<file path="config.mk">
export PLATFORM = sky130hd
export DESIGN_NAME = issue_stage
export DESIGN_NICKNAME = d
export VERILOG_FILES = /design/src/rtl/issue_pkg.sv /design/src/rtl/issue_hazard_chk.sv /design/src/rtl/issue_stage.sv
export SDC_FILE = /design/constraint.sdc
export NUM_CORES = 1
export LEC_CHECK = 0
export CORE_AREA = 5 5 151 153
export CTS_BUF_LIST = sky130_fd_sc_hd__clkbuf_16
export CTS_CLUSTER_SIZE = 16
export DETAILED_ROUTE_END_ITERATION = 8
export DIE_AREA = 0 0 156 158
export PLACE_DENSITY = 0.83
export SYNTH_ARGS = -nofsm -noshare
export SYNTH_HDL_FRONTEND = slang
export SYNTH_SLANG_ARGS = --single-unit
</file>
<file path="constraint.sdc">
create_clock -name clk -period 1.85 [get_ports clk]
set_clock_uncertainty 0.15 [all_clocks]
set_input_delay 0.37 -clock clk [delete_from_list [all_inputs] [get_ports clk]]
set_output_delay 0.37 -clock clk [all_outputs]
set_load 0.01 [all_outputs]
</file>
<file path="src/rtl/issue_pkg.sv">
// Shared definitions for the issue stage: default widths, state encoding and
// the hardwired-zero register index.
package issue_pkg;

    localparam int unsigned DEF_OP_W = 6;
    localparam int unsigned DEF_XLEN = 32;

    // Kept as plain localparams so older code can compare against them directly
    localparam logic [1:0] ST_EMPTY = 2'd0;
    localparam logic [1:0] ST_HOLD  = 2'd1;
    localparam logic [1:0] ST_OUT   = 2'd2;

    localparam logic [4:0] REG_ZERO = 5'd0;

endpackage

</file>
<file path="src/rtl/issue_hazard_chk.sv">
// Source-operand hazard check: an instruction is blocked while any source it
// actually reads is still marked busy in the scoreboard.
module issue_hazard_chk (
    input  logic use_rs1,
    input  logic use_rs2,
    input  logic rs1_busy,
    input  logic rs2_busy,
    output logic blocked
);

    // Unused sources never block, whatever the scoreboard says about them
    always_comb begin
        blocked = (use_rs1 & rs1_busy) | (use_rs2 & rs2_busy);
    end

endmodule

</file>
<file path="src/rtl/issue_stage.sv">
// Single-entry issue stage between decode and execute.
// Optional macro ISSUE_STALL_CNT_EN adds a saturating busy-stall counter on
// perf_stall_cnt; without it the port is tied to zero.
module issue_stage
    import issue_pkg::*;
#(
    parameter int unsigned OP_W = DEF_OP_W,
    parameter int unsigned XLEN = DEF_XLEN
) (
    input  logic            clk,
    input  logic            rst_n,
    input  logic            flush,
    input  logic            dec_valid,
    output logic            dec_ready,
    input  logic [4:0]      dec_rs1,
    input  logic [4:0]      dec_rs2,
    input  logic [4:0]      dec_rd,
    input  logic            dec_use_rs1,
    input  logic            dec_use_rs2,
    input  logic [OP_W-1:0] dec_op,
    input  logic [XLEN-1:0] dec_imm,
    input  logic [XLEN-1:0] dec_pc,
    output logic [4:0]      rf_rs1,
    output logic [4:0]      rf_rs2,
    input  logic [XLEN-1:0] rf_rs1_data,
    input  logic [XLEN-1:0] rf_rs2_data,
    input  logic            rf_rs1_busy,
    input  logic            rf_rs2_busy,
    output logic [4:0]      rf_rd_exu,
    output logic            ex_valid,
    input  logic            ex_ready,
    output logic [OP_W-1:0] ex_op,
    output logic [XLEN-1:0] ex_a,
    output logic [XLEN-1:0] ex_b,
    output logic [XLEN-1:0] ex_imm,
    output logic [XLEN-1:0] ex_pc,
    output logic [4:0]      ex_rd,
    output logic [31:0]     perf_stall_cnt
);

    logic [1:0]      state_q, state_d;
    logic [4:0]      h_rs1_q, h_rs2_q, h_rd_q;
    logic            h_use_rs1_q, h_use_rs2_q;
    logic [OP_W-1:0] h_op_q;
    logic [XLEN-1:0] h_imm_q, h_pc_q;

    logic blocked;
    logic accept;
    logic issue;
    logic in_hold;

    issue_hazard_chk u_hazard (
        .use_rs1  (h_use_rs1_q),
        .use_rs2  (h_use_rs2_q),
        .rs1_busy (rf_rs1_busy),
        .rs2_busy (rf_rs2_busy),
        .blocked  (blocked)
    );

    // Handshakes, register-file indices and the one-cycle busy-mark pulse
    always_comb begin
        in_hold   = (state_q == ST_HOLD);
        dec_ready = ((state_q == ST_EMPTY) && !flush) || ((state_q == ST_OUT) && ex_ready);
        accept    = dec_valid && dec_ready;
        // Flush beats issue so a cancelled instruction never marks its rd busy
        issue     = in_hold && !blocked && !flush;
        rf_rs1    = (in_hold && h_use_rs1_q) ? h_rs1_q : REG_ZERO;
        rf_rs2    = (in_hold && h_use_rs2_q) ? h_rs2_q : REG_ZERO;
        rf_rd_exu = issue ? h_rd_q : REG_ZERO;
        ex_valid  = (state_q == ST_OUT);
    end

    // Next-state logic; flush has no effect in OUT since rd is already busy
    always_comb begin
        state_d = state_q;
        case (state_q)
            ST_EMPTY: if (accept) state_d = ST_HOLD;
            ST_HOLD: begin
                if (flush)      state_d = ST_EMPTY;
                else if (issue) state_d = ST_OUT;
            end
            ST_OUT: if (ex_ready) state_d = accept ? ST_HOLD : ST_EMPTY;
            default: state_d = ST_EMPTY;
        endcase
    end

    // State register
    always_ff @(posedge clk or negedge rst_n) begin
        if (!rst_n) begin
            state_q <= ST_EMPTY;
        end else begin
            state_q <= state_d;
        end
    end

    // Hold register captures the decoded instruction on accept
    always_ff @(posedge clk or negedge rst_n) begin
        if (!rst_n) begin
            h_rs1_q     <= REG_ZERO;
            h_rs2_q     <= REG_ZERO;
            h_rd_q      <= REG_ZERO;
            h_use_rs1_q <= 1'b0;
            h_use_rs2_q <= 1'b0;
            h_op_q      <= '0;
            h_imm_q     <= '0;
            h_pc_q      <= '0;
        end else if (accept) begin
            h_rs1_q     <= dec_rs1;
            h_rs2_q     <= dec_rs2;
            h_rd_q      <= dec_rd;
            h_use_rs1_q <= dec_use_rs1;
            h_use_rs2_q <= dec_use_rs2;
            h_op_q      <= dec_op;
            h_imm_q     <= dec_imm;
            h_pc_q      <= dec_pc;
        end
    end

    // Execute-side registers load operands on the issue cycle and then stay stable
    always_ff @(posedge clk or negedge rst_n) begin
        if (!rst_n) begin
            ex_op  <= '0;
            ex_a   <= '0;
            ex_b   <= '0;
            ex_imm <= '0;
            ex_pc  <= '0;
            ex_rd  <= REG_ZERO;
        end else if (issue) begin
            ex_op  <= h_op_q;
            ex_a   <= h_use_rs1_q ? rf_rs1_data : '0;
            ex_b   <= h_use_rs2_q ? rf_rs2_data : '0;
            ex_imm <= h_imm_q;
            ex_pc  <= h_pc_q;
            ex_rd  <= h_rd_q;
        end
    end

`ifdef ISSUE_STALL_CNT_EN
    logic [31:0] stall_cnt_q;

    // Saturating count of cycles spent waiting on busy sources
    always_ff @(posedge clk or negedge rst_n) begin
        if (!rst_n) begin
            stall_cnt_q <= 32'd0;
        end else if (in_hold && blocked && !flush && (stall_cnt_q != 32'hFFFF_FFFF)) begin
            stall_cnt_q <= stall_cnt_q + 32'd1;
        end
    end

    assign perf_stall_cnt = stall_cnt_q;
`else
    assign perf_stall_cnt = 32'd0;
`endif

endmodule
</file>
==> results.md, run 1 <==
- Worst path cell trace: buf_4 -> buf_12 -> nor3b_4 -> and2_1 -> buf_2
- Leakage Power: between 0.007 and 0.008 uW
- Global route overflow: 0
- Final core occ: between 70% and 80%
- Simple-Gate Fraction of Synth Area: under 10%
- Met1 usage: 26.8%
- Highest net fanout along the worst path: 5
- CP Capture Type: output port
- Avg Inst Size Synth: between 10 and 15 um^2
- CP bufs+invs: 3
- RR Endpoint: h_imm_q[21]$_DFFE_PN0P_
- Vias in the first global route: 7322
- Tcrit/Tclk final: 122%
- Drt wl/cell: between 20 and 25 um
- Mapped Area: between 9000 and 10000 um^2
- RePlAce Congestion: about 0.81
- Unique masters post-synth: 20
- Slew Limit Fails: 0
- Clock Root Buffer: clkbuf_16
- DRT iter0 DRCs: ~270
- M2 GR Usage: around two fifths
- Die Span Y: approximately 160 um
- Synth Area in Adders: 0%
- DRC viols: 0
- Grt peak-use layer: met2
- Largest family of logic cells by synthesized area: multiplexers
- CTS tree: done
- RSZ-0062 raised after global routing: yes
- Fill count: around 1400
- FMAX: about 440 MHz
- Antenna-violating nets left: 0
- Drt first pass iters: 4
- CP Launch Type: flop
- Worst r2r src: state_q[1]$_DFFE_PN0P_
- Critical path class: reg -> out
- Die width: 156 um
- Area growth syn-to-layout: 60.8%
- H-tree depth: 1
- Clk slew on worst S/H paths: ~0.060 ns
- Die ar.: roughly 25000 um^2
- Tot Pwr: about 21000 uW
- Setup WS post-layout: -0.403 ns
- HP Class: in -> async
- Tmin final: around 2.3 ns
- Synth Area in Compound Gates: less than 1%
- Yosys top cell area share: 60.8%
- Post-Syn Instances: 683
- Number of antenna violations at the first check in global routing: 1
- I/O Buffers: 313
- WP data required: ~1.3 ns
- Max_cap viols: 0
- CP max stage delay: between 0.4 and 0.5 ns
- Outcome: finished with violations
- YS warnings: 0
- Drt total wl: approximately 29000 um
- Via count: 6752
- Core Region: roughly 21000 um^2
- Crit path DAT: 1.73 ns
- Num rows: 54
- Critical-path cell with the highest stage delay: dfrtp_2
- First-pass GRT wire length: approximately 43000 um
- Layout cells sized above 1: ~30%
- Pwr dens: between 1000 and 1500 nW/um^2
- Largest net degree at the start of global routing: 51
- Clk sinks: ~230
- Area leader, netlist: dfrtp_1
- Post-DP HPWL: roughly 17000 um
- Met3 Track Usage GR: under 10%
- Final Hold Vio Count: 0
- Clock Latency Late Sink: roughly 0.50 ns
- Mux contribution to synthesized area: between 20% and 30%
- VDD IR max: 1.05 mV
- DR vias/cell: around 4.9
- Largest cells by area after synthesis: dfrtp_1 61%, mux2_2 17%, mux2i_1 6.8%
- Cell family with the largest share of critical-path delay: simple AND/OR/NAND/NOR gates
- Worst-case clock buffer depth: 3
- XOR/XNOR Fraction of Synth Area: 0%
- #FFs+latches synth: ~230
- Path depth of the worst reg2reg path: 9
- Register-to-register setup slack: -0.25 ns
- Io pins: about 350
- GRT Overall Usage: around 22%
- Initial Util: around 44%
- Final nets: approximately 1200
- Seq/Total Area, Yosys: 60.8%
- Violated checks: setup timing
- Total CTS buffers: 25
- Setup Viol. Count Final: 164
cells in the final DEF, fill, tap and decap left out, drive strengths merged, types with 3 or more instances in the layout:
master,instances
dfrtp,228
clkinvlp,3
clkinv,12
buf,95
dlygate4sd2,139
clkdlybuf4s50,156
nand2,66
and2,11
nor2,6
mux2i,64
conb,32
clkbuf,33
mux2,162
inv,74
worst register-to-register path, cell delays in order, from the launching register on:
cell and delay, ns:
dfrtp_1 0.40, buf_6 0.13, nor2_4 0.12, buf_6 0.12, buf_6 0.10, buf_6 0.10
o211a_4 0.26, buf_12 0.16, buf_12 0.14, mux2_4 0.31
synth_stat cells (all sizes together):
cell type / count
inv: 71
o211a: 1
o21ai: 1
buf: 59
o21bai: 1
and2: 11
o21a: 1
a22oi: 1
nand2: 66
conb: 1
nor2: 6
nand3: 1
dfrtp: 228
mux2: 162
nor3b: 2
mux2i: 64
clkbuf: 7
worst max path at each step:
stage	slack [ns]	endpoint	cells past startpoint	startpoint
3_3_place_gp	-0.94	ex_imm[7]$_DFFE_PN0P_	6	rf_rs1_busy
2_1_floorplan	0.07	rf_rd_exu[0]	6	h_use_rs2_q$_DFFE_PN0P_
6_report	-0.40	rf_rs2[1]	5	h_use_rs2_q$_DFFE_PN0P_
3_5_place_dp	-0.94	ex_imm[7]$_DFFE_PN0P_	6	rf_rs1_busy
5_1_grt	-0.47	rf_rs2[1]	5	h_use_rs2_q$_DFFE_PN0P_
4_1_cts	-0.39	rf_rd_exu[2]	5	h_use_rs2_q$_DFFE_PN0P_
per-stage QoR:
step	TNS, ns	instance area [um^2]	instances	hold slack (ns)	setup slack (ns)
after global routing	-31.60	15100	1376	0.230	-0.470
final	-22.66	15100	1376	0.200	-0.403
after global placement	-117.53	12800	1270	0.131	-0.945
after detailed placement	-120.32	12800	1270	0.133	-0.945
after CTS	-30.81	14700	1362	0.191	-0.385
after floorplan	0	9510	714	-0.0756	0.0657
layout make-up:
class | count | area [um^2] | share of cell area, %
timing repair buffer | 401 | 4510 | 29.9
clock buffer | 25 | 626 | 4.14
sequential | 228 | 5710 | 37.8
inverter | 71 | 274 | 1.81
multi-input combinational | 350 | 3470 | 23.0
tap | 280 | 350 | 2.32
clock inverter | 20 | 163 | 1.08
antenna | 1 | 2.50 | 0.0166
report_power, final:
| group | switching, uW | total, uW | internal, uW | leakage, uW |
|---|---|---|---|---|
| Sequential | 1250 | 8370 | 7120 | 0.00276 |
| Clock | 2030 | 4780 | 2750 | 0.000396 |
| Combinational | 3450 | 8090 | 4640 | 0.00451 |
cell families (layout without fill, tap and decap cells):
group,count (synthesis),after routing
simple gates,86,86
mux,226,226
compound gates,5,6
flops,228,228
other cells,1,33
buf+inv,137,517
sequential cells by signal (all words and copies together) (netlist names), 6 cells and up:
signal / count
ex_a: 32
h_op_q: 6
h_pc_q: 32
ex_pc: 32
ex_b: 32
ex_op: 6
ex_imm: 32
h_imm_q: 32
layer usage:
layer | routed length [um] | up-vias | share of wire (%)
met5 | 0 | - | 0
met4 | 984 | 0 | 3.3
met3 | 2270 | 65 | 7.7
met2 | 15000 | 309 | 51
met1 | 11200 | 3401 | 38
li1 | - | 2977 | -
timing repair:
action,4_1_cts,5_1_grt
setup endpoints to repair,330,214
buffers inserted,30,12
resized for setup,363,47
hold endpoints to repair,228,0
cloned,19,9
pin swaps,11,11
hold buffers,1,0
(Power assumes the default switching activity.)
==> inputs of run 2 (changes only) <==
- CORE_AREA: 5 5 151 153 -> 5 5 136 138
- DIE_AREA: 0 0 156 158 -> 0 0 141 143
- DONT_BUFFER_PORTS: not set -> 1
- HOLD_SLACK_MARGIN: not set -> 0.03
- PLACE_DENSITY: 0.83 -> 0.74
- clock period: 1.85 -> 2.6 ns (I/O delays scaled with it)
==> results.md, run 2 (synthesized netlist as in run 1, its figures left out) <==
- Initial Util: 55.1% (+11 points)
- Clk sinks: 228 (unchanged)
- Most frequent cells in the layout: 228 x dfrtp_1, 147 x dlygate4sd3_1, 143 x mux2_2
- Clock share of power: 26.1% (+3.6 points)
- Core Region: 17100 um^2 (-20%)
- Die ar.: 20200 um^2 (-18%)
- I/O Buffers: 0 (-100%)
- Drt total wl: 23000 um (-22%)
- Layout Cells excl Fill: 1073 (-22%)
- Crit path DAT: 1.78 ns (+0.05 ns)
- CP bufs+invs: 1 (-2)
- Clk slew on worst S/H paths: 0.06 ns (about the same)
- RePlAce Congestion: 0.919 (+14%)
- CP Capture Type: output port
- Total internal power: 8430 uW (-42%)
- Die width: 141 um (-9.6%)
- Vias in the first global route: 6208 (-15%)
- Tmin final: 2.45 ns
- FMAX: 408 MHz
- Violated checks: hold timing
- Max_slew headroom: around half
- DRT iter0 DRCs: 231 (-14%)
- Setup TNS: 0 ns (+22.66 ns)
- Drt first pass iters: 4 (unchanged)
- CP Launch Type: flop
- Worst path cell trace: buf_4 -> nor3b_4 -> and2_1
- CTS tree: done
- CP max stage delay: 0.37 ns (-0.04 ns)
- Leakage Power: 0.00570 uW (-26%)
- Global route overflow: 0 (unchanged)
- WP data required: 1.93 ns (+0.60 ns)
- Clock Latency Late Sink: 0.51 ns (about the same)
- Slew Limit Fails: 0 (unchanged)
- Switching Fraction: 32.5% (+0.84 points)
- Antenna-violating nets left: 0 (unchanged)
- Clock Root Buffer: clkbuf_16
- Final core occ: 68.4% (-2.1 points)
- Total CTS buffers: 23 (-8.0%)
- Tcrit/Tclk final: ~94%
- Drt wl/cell: 21.5 um (+0.28%)
- Die Span Y: 143 um (-9.5%)
- Area growth syn-to-layout: 24.3%
- Final nets: 986 (-20%)
- Cell family with the largest share of critical-path delay: simple AND/OR/NAND/NOR gates
- Post-DP HPWL: 15000 um (-12%)
- Dpl cells: 881 (-31%)
- Fill count: 1110 (-20%)
- Sw power: 4060 uW (-40%)
- Most common cell after layout, fill and taps aside: dfrtp_1
- Outcome: finished with violations
- Critical-path cell with the highest stage delay: dfrtp_1
- Hold slack: -0.437 ns (-0.637 ns)
- Number of antenna violations at the first check in global routing: 2 (+1)
- Final Hold Vio Count: 228 (+228)
- Worst-case clock buffer depth: 3 (unchanged)
- Setup Viol. Count Final: 0 (-100%)
- Num rows: 48 (-11%)
- Share of power burned in registers: 53.9% (+15 points)
- Combinational share of power: 20.0% (-18 points)
- Slew @ Worst Pin: between 0.7 and 0.8 ns
- Io pins: 346 (unchanged)
- VDD IR max: 0.748 mV (-29%)
- Largest net degree at the start of global routing: 229 (+350%)
- DP Area: 9430 um^2 (-27%)
- Pwr dens: 1070 nW/um^2 (-24%)
- GRT Overall Usage: 21.8% (-0.59 points)
- Highest net fanout along the worst path: 34 (+29)
- Via count: 5672 (-16%)
- HP Class: in -> async
- Post-CTS setup buffers: 0 (-100%)
- DRC viols: 0 (unchanged)
- Layout cells sized above 1: 25.0% (-5.4 points)
- H-tree depth: 1 (unchanged)
- Max_cap viols: 0 (unchanged)
- RSZ-0062 raised after global routing: no
- Fin area: 11700 um^2 (-23%)
- First-pass GRT wire length: 34800 um (-19%)
- Critical path class: reg -> out
- DR vias/cell: 5.29 (+7.7%)
## run 2: final timing paths
kind / to / slack (ns) / depth (start not counted) / from
max: rf_rs2[2] / 0.15 / 3 / h_use_rs2_q$_DFFE_PN0P_
min: ex_imm[22]$_DFFE_PN0P_ / -0.44 / 0 / rst_n
max reg2reg: ex_imm[30]$_DFFE_PN0P_ / 0.46 / 4 / state_q[1]$_DFFE_PN0P_
min reg2reg: ex_pc[31]$_DFFE_PN0P_ / 0.35 / 1 / h_pc_q[31]$_DFFE_PN0P_
max in group asynchronous: ex_pc[0]$_DFFE_PN0P_ / 2.34 / 0 / rst_n
min in group clk: ex_b[21]$_DFFE_PN0P_ / 0.05 / 2 / rf_rs2_data[21]
## run 2: what timing repair did
| item | 4_1_cts | 5_1_grt |
|---|---|---|
| resized for setup | 1 | 3 |
| hold endpoints to repair | 372 | 231 |
| setup endpoints to repair | 5 | 7 |
| hold buffers | 144 | 3 |
## run 2: layer usage
| metal | vias up | share of wire, % | track usage [%] |
|---|---|---|---|
| li1 | 2464 | - | - |
| met1 | 2864 | 33 | 23.0 |
| met3 | 64 | 11 | 9.11 |
| met4 | 0 | 3.7 | 8.87 |
| met2 | 280 | 52 | 38.7 |
| met5 | - | 0 | 0 |
## run 2: through the flow
stage | power [uW] | setup WS (ns)
after detailed placement | 9020 | 0.461
after floorplan | 8230 | 0.625
after CTS | 12500 | 0.0698
after global placement | 8790 | 0.533
after global routing | 13200 | 0.0569
final | 12500 | 0.151
## run 2: layout make-up
| class | instances | area (um^2) | share of cell area [%] |
|---|---|---|---|
| sequential | 228 | 5710 | 48.9 |
| multi-input combinational | 349 | 3100 | 26.5 |
| timing repair buffer | 155 | 1570 | 13.4 |
| clock buffer | 23 | 576 | 4.93 |
| tap | 225 | 282 | 2.41 |
| inverter | 71 | 267 | 2.28 |
| clock inverter | 19 | 173 | 1.48 |
| antenna | 3 | 7.51 | 0.0643 |
## run 2: power by group through the flow
stage	logic, uW	registers, uW	clock network, uW
floorplan	1990	6240	0
global placement	2100	6690	0
detailed placement	2250	6770	0
CTS	2460	6720	3330
global route	2740	6920	3510
finish	2500	6730	3260
## run 2: worst register-to-register path, cell delays in order (launching register included)
cell,delay (ns)
dfrtp_1,0.51
nor2_2,0.13
nand3_4,0.15
buf_4,0.59
mux2_2,0.49
==> inputs of run 3 (changes only) <==
- REMOVE_ABC_BUFFERS: not set -> 1
- clock period: 2.6 -> 2.85 ns (I/O delays scaled with it)
==> results.md, run 3 (synthesized netlist as in run 1, its figures left out) <==
- Pwr dens: 1070 nW/um^2 (+0.11%)
- Worst r2r src: state_q[1]$_DFFE_PN0P_
- Critical-path cell with the highest stage delay: dfrtp_1
- Via count: 4938 (-13%)
- Io pins: 346 (unchanged)
- GRT Overall Usage: 19.3% (-2.5 points)
- Slew @ Worst Pin: 1.05 ns (+0.309 ns)
- Max_slew headroom: 29.8% (-21 points)
- DP Worst Slack: 0.404 ns (-0.0579 ns)
- Clock Root Buffer: clkbuf_16
- RSZ-0062 raised after global routing: no
- Worst-case clock buffer depth: 3 (unchanged)
- Drt wl/cell: 21.8 um (+1.5%)
- Die ar.: 20200 um^2 (unchanged)
- Outcome: finished with violations
- Antenna-violating nets left: 0 (unchanged)
- Clock Latency Late Sink: 0.51 ns (about the same)
- Max_cap viols: 0 (unchanged)
- Critical path class: reg -> out
- Tmin final: about 2.7 ns
- Initial Util: 55.1% (unchanged)
- Number of antenna violations at the first check in global routing: 3 (+1)
- Hold slack: -0.399 ns (+0.0385 ns)
- CP Capture Type: output port
- Clk sinks: 228 (unchanged)
- Setup WS post-layout: 0.130 ns (-0.0209 ns)
- Dpl cells: 882 (+0.11%)
- VDD IR max: 0.623 mV (-17%)
- HP Class: in -> async
- DRC viols: 0 (unchanged)
- CP max stage delay: 0.42 ns (+0.05 ns)
- Leakage Power: 0.00509 uW (-11%)
- Post-DP HPWL: 14400 um (-3.9%)
- Worst path cell trace: nor2_1 -> nand3_4 -> buf_4 -> nor2_1
- Final core occ: 59.6% (-8.8 points)
- Layout cells sized above 1: 29.5% (+4.6 points)
- Violated checks: hold timing
- Most used cell, CP: nor2_1
- Core Region: 17100 um^2 (unchanged)
- Most frequent cells in the layout: 228 x dfrtp_1, 143 x mux2_2, 75 x inv_1
- DRT iter0 DRCs: 217 (-6.1%)
- Register Area: 5710 um^2 (unchanged)
- FMAX: 368 MHz
- I/O Buffers: 0 (unchanged)
- Die Span Y: 143 um (unchanged)
- CP Launch Type: flop
- RePlAce Congestion: 0.868 (-5.5%)
- Global route overflow: 0 (unchanged)
- Total CTS buffers: 24 (+4.3%)
- DR vias/cell: 5.33 (+0.88%)
- Num rows: 48 (unchanged)
- CTS tree: done
- Area growth syn-to-layout: 8.29%
- First-pass GRT wire length: 31100 um (-11%)
- Vias in the first global route: 5381 (-13%)
- Drt total wl: 20200 um (-12%)
- Crit path DAT: 2.00 ns (+0.22 ns)
- H-tree depth: 1 (unchanged)
- Fill count: 1339 (+21%)
- Drt first pass iters: 4 (unchanged)
- Largest net degree at the start of global routing: 229 (unchanged)
- Highest net fanout along the worst path: 10 (-71%)
- Setup TNS: 0 ns (unchanged)
- Area of the multi-input gates: 3080 um^2 (-0.44%)
- Layout Cells excl Fill: 926 (-14%)
- Slew Limit Fails: 0 (unchanged)
- Worst setup startpoint: state_q[1]$_DFFE_PN0P_
- Die width: 141 um (unchanged)
- Setup Viol. Count Final: 0 (unchanged)
- Tcrit/Tclk final: between 90% and 100%
- Final nets: 844 (-14%)
- Ant diodes: 0 (-3)
- Final Hold Vio Count: 228 (unchanged)
- WP data required: 2.13 ns (+0.20 ns)
- Clk slew on worst S/H paths: 0.06 ns (about the same)
- Most common cell after layout, fill and taps aside: dfrtp_1
==> run 3: cell types whose count changed in the layout (fill, tap and decap cells not counted), sizes merged <==
| cell | delta |
|---|---|
| buf | +1 |
| dlygate4sd3 | -144 |
| diode | -3 |
| clkinvlp | -3 |
| inv | -1 |
| bufinv | -2 |
| clkinv | +4 |
| clkbuf | +1 |
==> run 3: area by class of cell <==
| type | count | share of cell area (%) |
|---|---|---|
| clock inverters | 17 | 1.08 |
| flip-flops and latches | 228 | 56.1 |
| inverters | 71 | 2.62 |
| well taps | 225 | 2.77 |
| clock buffers | 24 | 5.91 |
| repair buffers | 12 | 1.21 |
| multi-input cells | 349 | 30.3 |
==> run 3: path summary, 6_finish.rpt <==
check	endpoint	slack (ns)	depth (start not counted)
max in group asynchronous	ex_b[9]$_DFFE_PN0P_	2.54	0
hold / removal	h_imm_q[22]$_DFFE_PN0P_	-0.40	0
setup / recovery	rf_rd_exu[4]	0.13	4
setup reg to reg	ex_imm[18]$_DFFE_PN0P_	0.53	4
min in group clk	h_pc_q[13]$_DFFE_PN0P_	0.06	1
hold reg to reg	h_rs1_q[1]$_DFFE_PN0P_	0.35	1
==> run 3: critical path: cells and delay by family, from the launching register on <==
family | cells | cell delay (ns)
buf+inv | 1 | 0.25
flops | 1 | 0.42
simple gates | 3 | 0.82
==> run 3: where the power goes <==
part           internal (uW)  switching, uW
Combinational           1190            838
Clock                   1610           1190
Sequential              4620           1440
Total                   7430           3470
==> run 3: through the flow <==
stage / cell area (um^2) / power [uW]
after floorplan: 9030 / 7530
after global placement: 9420 / 7980
after detailed placement: 9420 / 8180
after CTS: 10200 / 11000
after global routing: 10200 / 11600
final: 10200 / 10900
==> run 3: routing by layer <==
metal / global-route usage [%] / up-vias / wire length [um]
li1: - / 2173 / -
met1: 21.2 / 2481 / 6910
met2: 33.6 / 233 / 10300
met3: 9.48 / 45 / 2380
met4: 5.15 / 6 / 520
met5: 0 / - / 46
==> run 3: repair_timing <==
item,CTS,global route
gates resized for setup,0,1
setup endpoints to repair,0,1
endpoints found under the hold margin,230,229
hold buffers,2,1
setup buffers,0,0
